File: src/rtl/wave_sched_pkg.sv
// rtl/wave_sched_pkg.sv - shared constants, types and helpers for the wave source scheduler
//
// Purpose: common widths, request encoding, FSM state type and the clip divide helper
// used by wave_source_scheduler and switch_debouncer.
// Ports: none (package).

package wave_sched_pkg;

  localparam int N_SRC   = 4;
  localparam int DUTY_W  = 7;
  localparam int PWM_W   = 6;
  localparam int DEB_CYC = 16;
  localparam int SRC_W   = 2;
  localparam int CLIP_W  = 3;

  localparam logic [DUTY_W-1:0] DUTY_MAX = 7'd64;
  localparam logic [CLIP_W-1:0] CLIP_MIN = 3'd1;
  localparam logic [CLIP_W-1:0] CLIP_MAX = 3'd7;

  // Arbiter result: none=1 means no accepted-enabled source.
  typedef struct packed {
    logic             none;
    logic [SRC_W-1:0] idx;
  } req_t;

  localparam req_t SRC_NONE = '{none: 1'b1, idx: 2'd0};

  typedef enum logic [1:0] {
    IDLE = 2'd0,
    RUN  = 2'd1,
    PEND = 2'd2
  } state_e;

  // Truncating divide by the clip factor, then saturate to full-scale duty.
  // div is never 0 because the clip factor cycles 1..7.
  function automatic logic [DUTY_W-1:0] clip_duty(input logic [DUTY_W-1:0] duty,
                                                  input logic [CLIP_W-1:0] div);
    logic [DUTY_W-1:0] q;
    q = duty / {4'd0, div};
    return (q > DUTY_MAX) ? DUTY_MAX : q;
  endfunction

endpackage

File: src/rtl/switch_debouncer.sv
// rtl/switch_debouncer.sv - two-flop synchroniser plus stable-count debouncer for one switch
//
// Purpose: accepts a new switch level only after it has been seen at the synchronised
// output for CYC consecutive cycles. Raw edge to accepted level = 2 + CYC cycles.
// Ports:
//   sysclk    in  clock
//   rst_n     in  asynchronous active-low reset (accepted level resets to 0)
//   sw_raw    in  raw asynchronous switch level
//   sw_level  out debounced, accepted switch level

module switch_debouncer
  import wave_sched_pkg::*;
#(
  parameter int CYC = DEB_CYC
) (
  input  logic sysclk,
  input  logic rst_n,
  input  logic sw_raw,
  output logic sw_level
);

  localparam int CNT_W = $clog2(CYC + 1);

  logic             sync1_q, sync1_d;
  logic             sync2_q, sync2_d;
  logic             level_q, level_d;
  logic [CNT_W-1:0] cnt_q, cnt_d;

  always_comb begin
    sync1_d = sw_raw;
    sync2_d = sync1_q;
    level_d = level_q;
    cnt_d   = '0;
    // Count consecutive cycles that disagree with the accepted level; any
    // agreeing cycle restarts the count, so bounce never gets through.
    if (sync2_q != level_q) begin
      if (cnt_q == CNT_W'(CYC - 1)) begin
        level_d = sync2_q;
      end else begin
        cnt_d = cnt_q + CNT_W'(1);
      end
    end
  end

  always_ff @(posedge sysclk or negedge rst_n) begin
    if (!rst_n) begin
      sync1_q <= 1'b0;
      sync2_q <= 1'b0;
      level_q <= 1'b0;
      cnt_q   <= '0;
    end else begin
      sync1_q <= sync1_d;
      sync2_q <= sync2_d;
      level_q <= level_d;
      cnt_q   <= cnt_d;
    end
  end

  assign sw_level = level_q;

endmodule

File: src/rtl/wave_source_scheduler.sv
// rtl/wave_source_scheduler.sv - source arbitration, clip and 64-step PWM generation
//
// Purpose: picks the lowest-index debounced-enabled duty source, divides its duty by
// the user clip factor and drives a glitch-free PWM; all source, duty and clip
// changes land on a frame boundary.
// Ports:
//   sysclk       in  clock
//   rst_n        in  asynchronous active-low reset
//   sw_en        in  raw source enable switches, one per source
//   duty_in      in  packed source duties, source i at [i*7 +: 7]
//   clip_step    in  one-cycle pulse advancing the clip factor at the next boundary
//   src_valid    out a source is driving the PWM
//   active_src   out index of the driving source (0 when !src_valid)
//   clip_factor  out current divisor, 1..7
//   duty_out     out duty latched for the current frame
//   frame_tick   out high in the last cycle of each frame (pwm count 63)
//   pwm_out      out registered PWM pulse

module wave_source_scheduler
  import wave_sched_pkg::*;
(
  input  logic                    sysclk,
  input  logic                    rst_n,
  input  logic [N_SRC-1:0]        sw_en,
  input  logic [N_SRC*DUTY_W-1:0] duty_in,
  input  logic                    clip_step,
  output logic                    src_valid,
  output logic [SRC_W-1:0]        active_src,
  output logic [CLIP_W-1:0]       clip_factor,
  output logic [DUTY_W-1:0]       duty_out,
  output logic                    frame_tick,
  output logic                    pwm_out
);

  logic [N_SRC-1:0]  sw_acc;
  logic [DUTY_W-1:0] duty_arr [N_SRC];

  for (genvar gi = 0; gi < N_SRC; gi++) begin : g_src
    switch_debouncer #(.CYC(DEB_CYC)) u_deb (
      .sysclk   (sysclk),
      .rst_n    (rst_n),
      .sw_raw   (sw_en[gi]),
      .sw_level (sw_acc[gi])
    );
    assign duty_arr[gi] = duty_in[gi*DUTY_W +: DUTY_W];
  end

  // Fixed priority: scanning downward leaves the lowest enabled index.
  req_t req;
  always_comb begin
    req = SRC_NONE;
    for (int i = N_SRC - 1; i >= 0; i--) begin
      if (sw_acc[i]) req = '{none: 1'b0, idx: SRC_W'(i)};
    end
  end

  logic [PWM_W-1:0]  pwm_cnt_q, pwm_cnt_d;
  logic              frame_tick_q, frame_tick_d;
  state_e            state_q, state_d;
  logic              src_valid_q, src_valid_d;
  logic [SRC_W-1:0]  active_src_q, active_src_d;
  logic [CLIP_W-1:0] clip_q, clip_d;
  logic              clip_pend_q, clip_pend_d;
  logic [DUTY_W-1:0] duty_q, duty_d;
  logic              pwm_q, pwm_d;

  always_comb begin
    pwm_cnt_d    = pwm_cnt_q + PWM_W'(1);
    // Registered tick lines up with the cycle where the count reads 63.
    frame_tick_d = (pwm_cnt_d == '1);

    state_d      = state_q;
    src_valid_d  = src_valid_q;
    active_src_d = active_src_q;

    case (state_q)
      IDLE: begin
        if (!req.none) state_d = PEND;
      end
      RUN: begin
        if (req.none || (req.idx != active_src_q)) state_d = PEND;
      end
      PEND: begin
        if (frame_tick_q) begin
          if (req.none) begin
            state_d      = IDLE;
            src_valid_d  = 1'b0;
            active_src_d = '0;
          end else begin
            state_d      = RUN;
            src_valid_d  = 1'b1;
            active_src_d = req.idx;
          end
        end else if (src_valid_q && !req.none && (req.idx == active_src_q)) begin
          // Request bounced back to the running source: nothing to change.
          state_d = RUN;
        end
      end
      default: state_d = IDLE;
    endcase

    // Pulses collapse into one pending step; a pulse in the tick cycle itself
    // is honoured at that same boundary.
    clip_d      = clip_q;
    clip_pend_d = clip_pend_q | clip_step;
    if (frame_tick_q) begin
      clip_pend_d = 1'b0;
      if (clip_pend_q || clip_step) begin
        clip_d = (clip_q == CLIP_MAX) ? CLIP_MIN : clip_q + CLIP_W'(1);
      end
    end

    duty_d = duty_q;
    if (frame_tick_q) begin
      duty_d = src_valid_d ? clip_duty(duty_arr[active_src_d], clip_d) : '0;
    end

    // Uses next-cycle count and duty so the new frame's duty applies from count 0.
    pwm_d = ({1'b0, pwm_cnt_d} < duty_d);
  end

  always_ff @(posedge sysclk or negedge rst_n) begin
    if (!rst_n) begin
      pwm_cnt_q    <= '0;
      frame_tick_q <= 1'b0;
      state_q      <= IDLE;
      src_valid_q  <= 1'b0;
      active_src_q <= '0;
      clip_q       <= CLIP_MIN;
      clip_pend_q  <= 1'b0;
      duty_q       <= '0;
      pwm_q        <= 1'b0;
    end else begin
      pwm_cnt_q    <= pwm_cnt_d;
      frame_tick_q <= frame_tick_d;
      state_q      <= state_d;
      src_valid_q  <= src_valid_d;
      active_src_q <= active_src_d;
      clip_q       <= clip_d;
      clip_pend_q  <= clip_pend_d;
      duty_q       <= duty_d;
      pwm_q        <= pwm_d;
    end
  end

  assign src_valid   = src_valid_q;
  assign active_src  = active_src_q;
  assign clip_factor = clip_q;
  assign duty_out    = duty_q;
  assign frame_tick  = frame_tick_q;
  assign pwm_out     = pwm_q;

endmodule

File: config.mk
export PLATFORM = sky130hd
export DESIGN_NAME = wave_source_scheduler
export DESIGN_NICKNAME = d
export VERILOG_FILES = /design/src/rtl/wave_sched_pkg.sv /design/src/rtl/switch_debouncer.sv /design/src/rtl/wave_source_scheduler.sv
export SDC_FILE = /design/constraint.sdc
export NUM_CORES = 1
export LEC_CHECK = 0
export ABC_AREA = 1
export CORE_MARGIN = 10
export CORE_UTILIZATION = 52
export CTS_BUF_LIST = sky130_fd_sc_hd__clkbuf_2 sky130_fd_sc_hd__clkbuf_4 sky130_fd_sc_hd__clkbuf_8
export CTS_CLUSTER_DIAMETER = 150
export DETAILED_ROUTE_END_ITERATION = 10
export GPL_TIMING_DRIVEN = 0
export PLACE_DENSITY = 0.79
export SYNTH_ARGS = -nofsm -noshare
export SYNTH_HDL_FRONTEND = slang
export SYNTH_SLANG_ARGS = --single-unit
File: constraint.sdc
create_clock -name sysclk -period 9.3 [get_ports sysclk]
set_clock_uncertainty 0.2 [all_clocks]
set_input_delay 2.325 -clock sysclk [delete_from_list [all_inputs] [get_ports sysclk]]
set_output_delay 2.325 -clock sysclk [all_outputs]
set_load 0.05 [all_outputs]
==> results_dict.tcl <==
set metrics [dict create \
    dr.pass1.iters 7 \
    synth_cell_types 47 \
    synth_seq_area_share_pct 37.2 \
    period_share_pct 115 \
    grt_pass1_vias 3888 \
    place_hpwl_um 6710 \
    power.static_leakage_nw 2.80 \
    drv_slew 0 \
    rows 30 \
    worst_slew_pin_slew_ns 0.698 \
    async_flop_share_pct 100 \
    grt_max_degree 42 \
    status "finished, violations left" \
    p_per_area_mw_per_mm2 116 \
    synth-simple-area-share_pct 28.4 \
    die_w_um 105 \
    fin_util_pct 80.9 \
    setup_slack_ns -1.42 \
    setup_viol 5 \
    p_total_uw 649 \
    ant_nets 0 \
    timing.rr.start "g_src[1].u_deb.sw_level" \
    clock_latency_ns 0.33 \
    path_buf_inv 16 \
    critical_path.top_delay_family "simple AND/OR/NAND/NOR gates" \
    syn-num-nets 518 \
    clock_path_buffers 2 \
    cts_tree "built" \
    drv_cap 0 \
    min_path_type "reg -> reg" \
    critPathMaxStageDelay_ns 0.35 \
    gp_congestion 0.849 \
    dp_slack_ns -2.45 \
    synth_top_family_by_area "simple AND/OR/NAND/NOR gates" \
    relSlewSlack_pct 53.1 \
    hp-start "g_src[0].u_deb.sync1_q" \
    layout_common_cells "buf_4 (74), nand2_1 (61), inv_1 (55), dfrtp_1 (55), clkdlybuf4s50_1 (43)" \
    ir_drop_uv 76.3 \
    num-nets-final 661 \
    regToRegSetupSlack_ns -0.18 \
    dp_cells 597 \
    cpMostUsedCell "nand2_1" \
    reg2reg_to "pwm_out" \
    drive_above_1_share_pct 37.0 \
    die_h_um 105 \
    worst_hold_path.endpoint "g_src[0].u_deb.sync2_q" \
    slowest_stage "ha_1" \
    track_usage_pct 19.4 \
    violations "negative setup slack" \
    synth_ff_type "dfrtp_1" \
    rsz0062_at_grt "yes" \
    layout_commonest_cell "buf_4" \
    wl_per_cell_um 17.9 \
    avgSynthCellArea_um2 8.36 \
    yosysWarnings 0 \
    path_class "in -> reg" \
    holdWs_ns 0.157 \
    critical_path.startpoint_type "primary input" \
    gr-usage-met2_pct 35.5 \
    cts_buffers 5 \
    path_max_fanout 5 \
    arrival_ns 10.77 \
    use_met3_pct 3.81 \
    clk_pin_slew_worst_paths_ns 0.10 \
    die_area_mm2 0.0111 \
    io_pins 50 \
    drcViolationCount 0 \
    vias 3890 \
    synth_xor_area_share_pct 3.95 \
    ys_ff_latch 56 \
    worstSetupEndpointType "flop" \
    drt_iter0_markers 302 \
    synth_compound_area_share_pct 11.3 \
    synth_edf_count 0 \
    top_usage_layer "met2" \
    synthMuxAreaShare_pct 0.299 \
    grt_pass1_wl_um 18000 \
    area_delta_synth_final_pct 48.0 \
    r2r_cells 67 \
    core_area_mm2 0.00691 \
    insertedDiodeCount 0 \
    root_buffer "clkbuf_8" \
    netlist_instances 451 \
    cp.required_ns 9.35 \
    totalWireLength_um 12300 \
    gr-total-overflow 0 \
    antenna_found_initial 0 \
    use_met1_pct 20.4 \
    fmax_ghz 0.0933 \
    design_area_mm2 0.00558 \
    viasPerCell 5.63 \
    stdcell_count 691 \
    syn-cell-area_mm2 0.00377 \
    hold_viol 0 \
    postCtsHoldBufs 0 \
    start_util_pct 54.6 \
    cts_sinks 56 \
    synthAdderAreaFrac_pct 10.6 \
    min_path_cells 0 \
    placed_cell_area_mm2 0.00450 \
    fin_tns_setup_ns -4.91 \
    finalCriticalPeriod_ns 10.72 \
    cts_htree_levels 2 \
    portBuffers 49 \
]
worst max path at each step:
| stage | start | to | slack (ns) | cells past startpoint |
|---|---|---|---|---|
| after floorplan | clip_step | pwm_out | -1.01 | 72 |
| after detailed placement | clip_step | pwm_out | -2.45 | 72 |
| after CTS | clip_step | pwm_out | -0.89 | 73 |
| final | clip_step | pwm_out | -1.42 | 66 |
| after global routing | clip_step | pwm_out | -1.85 | 66 |
| after global placement | clip_step | pwm_out | -2.19 | 73 |
where the power goes:
group / switching, mW / total, mW / leakage [nW] / internal [mW]
sequential: 0.00835 / 0.261 / 0.685 / 0.253
combinational: 0.124 / 0.245 / 2.07 / 0.121
clock: 0.0885 / 0.143 / 0.0485 / 0.0543
total: 0.221 / 0.649 / 2.80 / 0.428
cell families (layout without fill, tap and decap cells):
| kind of cell | after synthesis | after routing |
|---|---|---|
| DFF | 56 | 56 |
| buffers and inverters | 78 | 222 |
| AOI/OAI and AO/OA | 65 | 65 |
| xor gates and xnor gates | 17 | 17 |
| and+or+nand+nor | 202 | 202 |
| adders and majority gates | 32 | 32 |
| muxes | 1 | 1 |
state kept, by name, summed over array words and instances, names as in the netlist:
name / flops
src_valid: 1
active_src: 2
g_src.u_deb.sync2_q: 4
g_src.u_deb.sync1_q: 4
state_q: 2
g_src.u_deb.cnt_q: 20
duty_out: 7
pwm_out: 1
pwm_cnt_q: 6
frame_tick: 1
clip_pend_q: 1
clip_factor: 3
g_src.u_deb.sw_level: 4
layer usage:
metal  vias up  part of all wire, %  wire (um)
met5         -                    0          0
met4         0                  6.1        748
met3        80                  6.3        782
met2       208                   50       6230
met1      1848                   37       4580
li1       1754                    -          -
area by class of cell:
cell class                      count  area (um^2)
Buffer                              2         16.3
Clock buffer                        5         68.8
Clock inverter                      3         22.5
Fill cell                         399         1320
Inverter                           76          313
Multi-Input combinational cell    317         2450
Sequential cell                    56         1400
Tap cell                           96          120
Timing Repair Buffer              136         1190
Yosys cell counts (all sizes together), types with 6 or more instances:
library cell  instances  area, um^2
nor2                 49         215
or2                   8        52.6
xor2                 11        96.3
o21ai                35         231
nand3                37         278
ha                   32         400
a21oi                14        73.8
nand2                90         410
inv                  74         285
dfrtp                55        1380
xnor2                 6        52.6
worst register-to-register path, delay by kind of cell (launching register included):
| kind | cells | cell delay (ns) |
|---|---|---|
| AO/OA/AOI/OAI | 14 | 1.80 |
| adder cells (fa/ha/maj) | 8 | 2.20 |
| flip-flops | 1 | 0.45 |
| buffers and inverters | 15 | 1.27 |
| AND/OR/NAND/NOR | 30 | 3.50 |
repair_timing:
item | 4_1_cts | 5_1_grt
setup endpoints to repair | 5 | 5
pin swaps | 55 | 40
gates resized for setup | 51 | 30
setup buffers | 69 | 18
endpoints found under the hold margin | 0 | 0
Power figures use the tool's default switching activity.
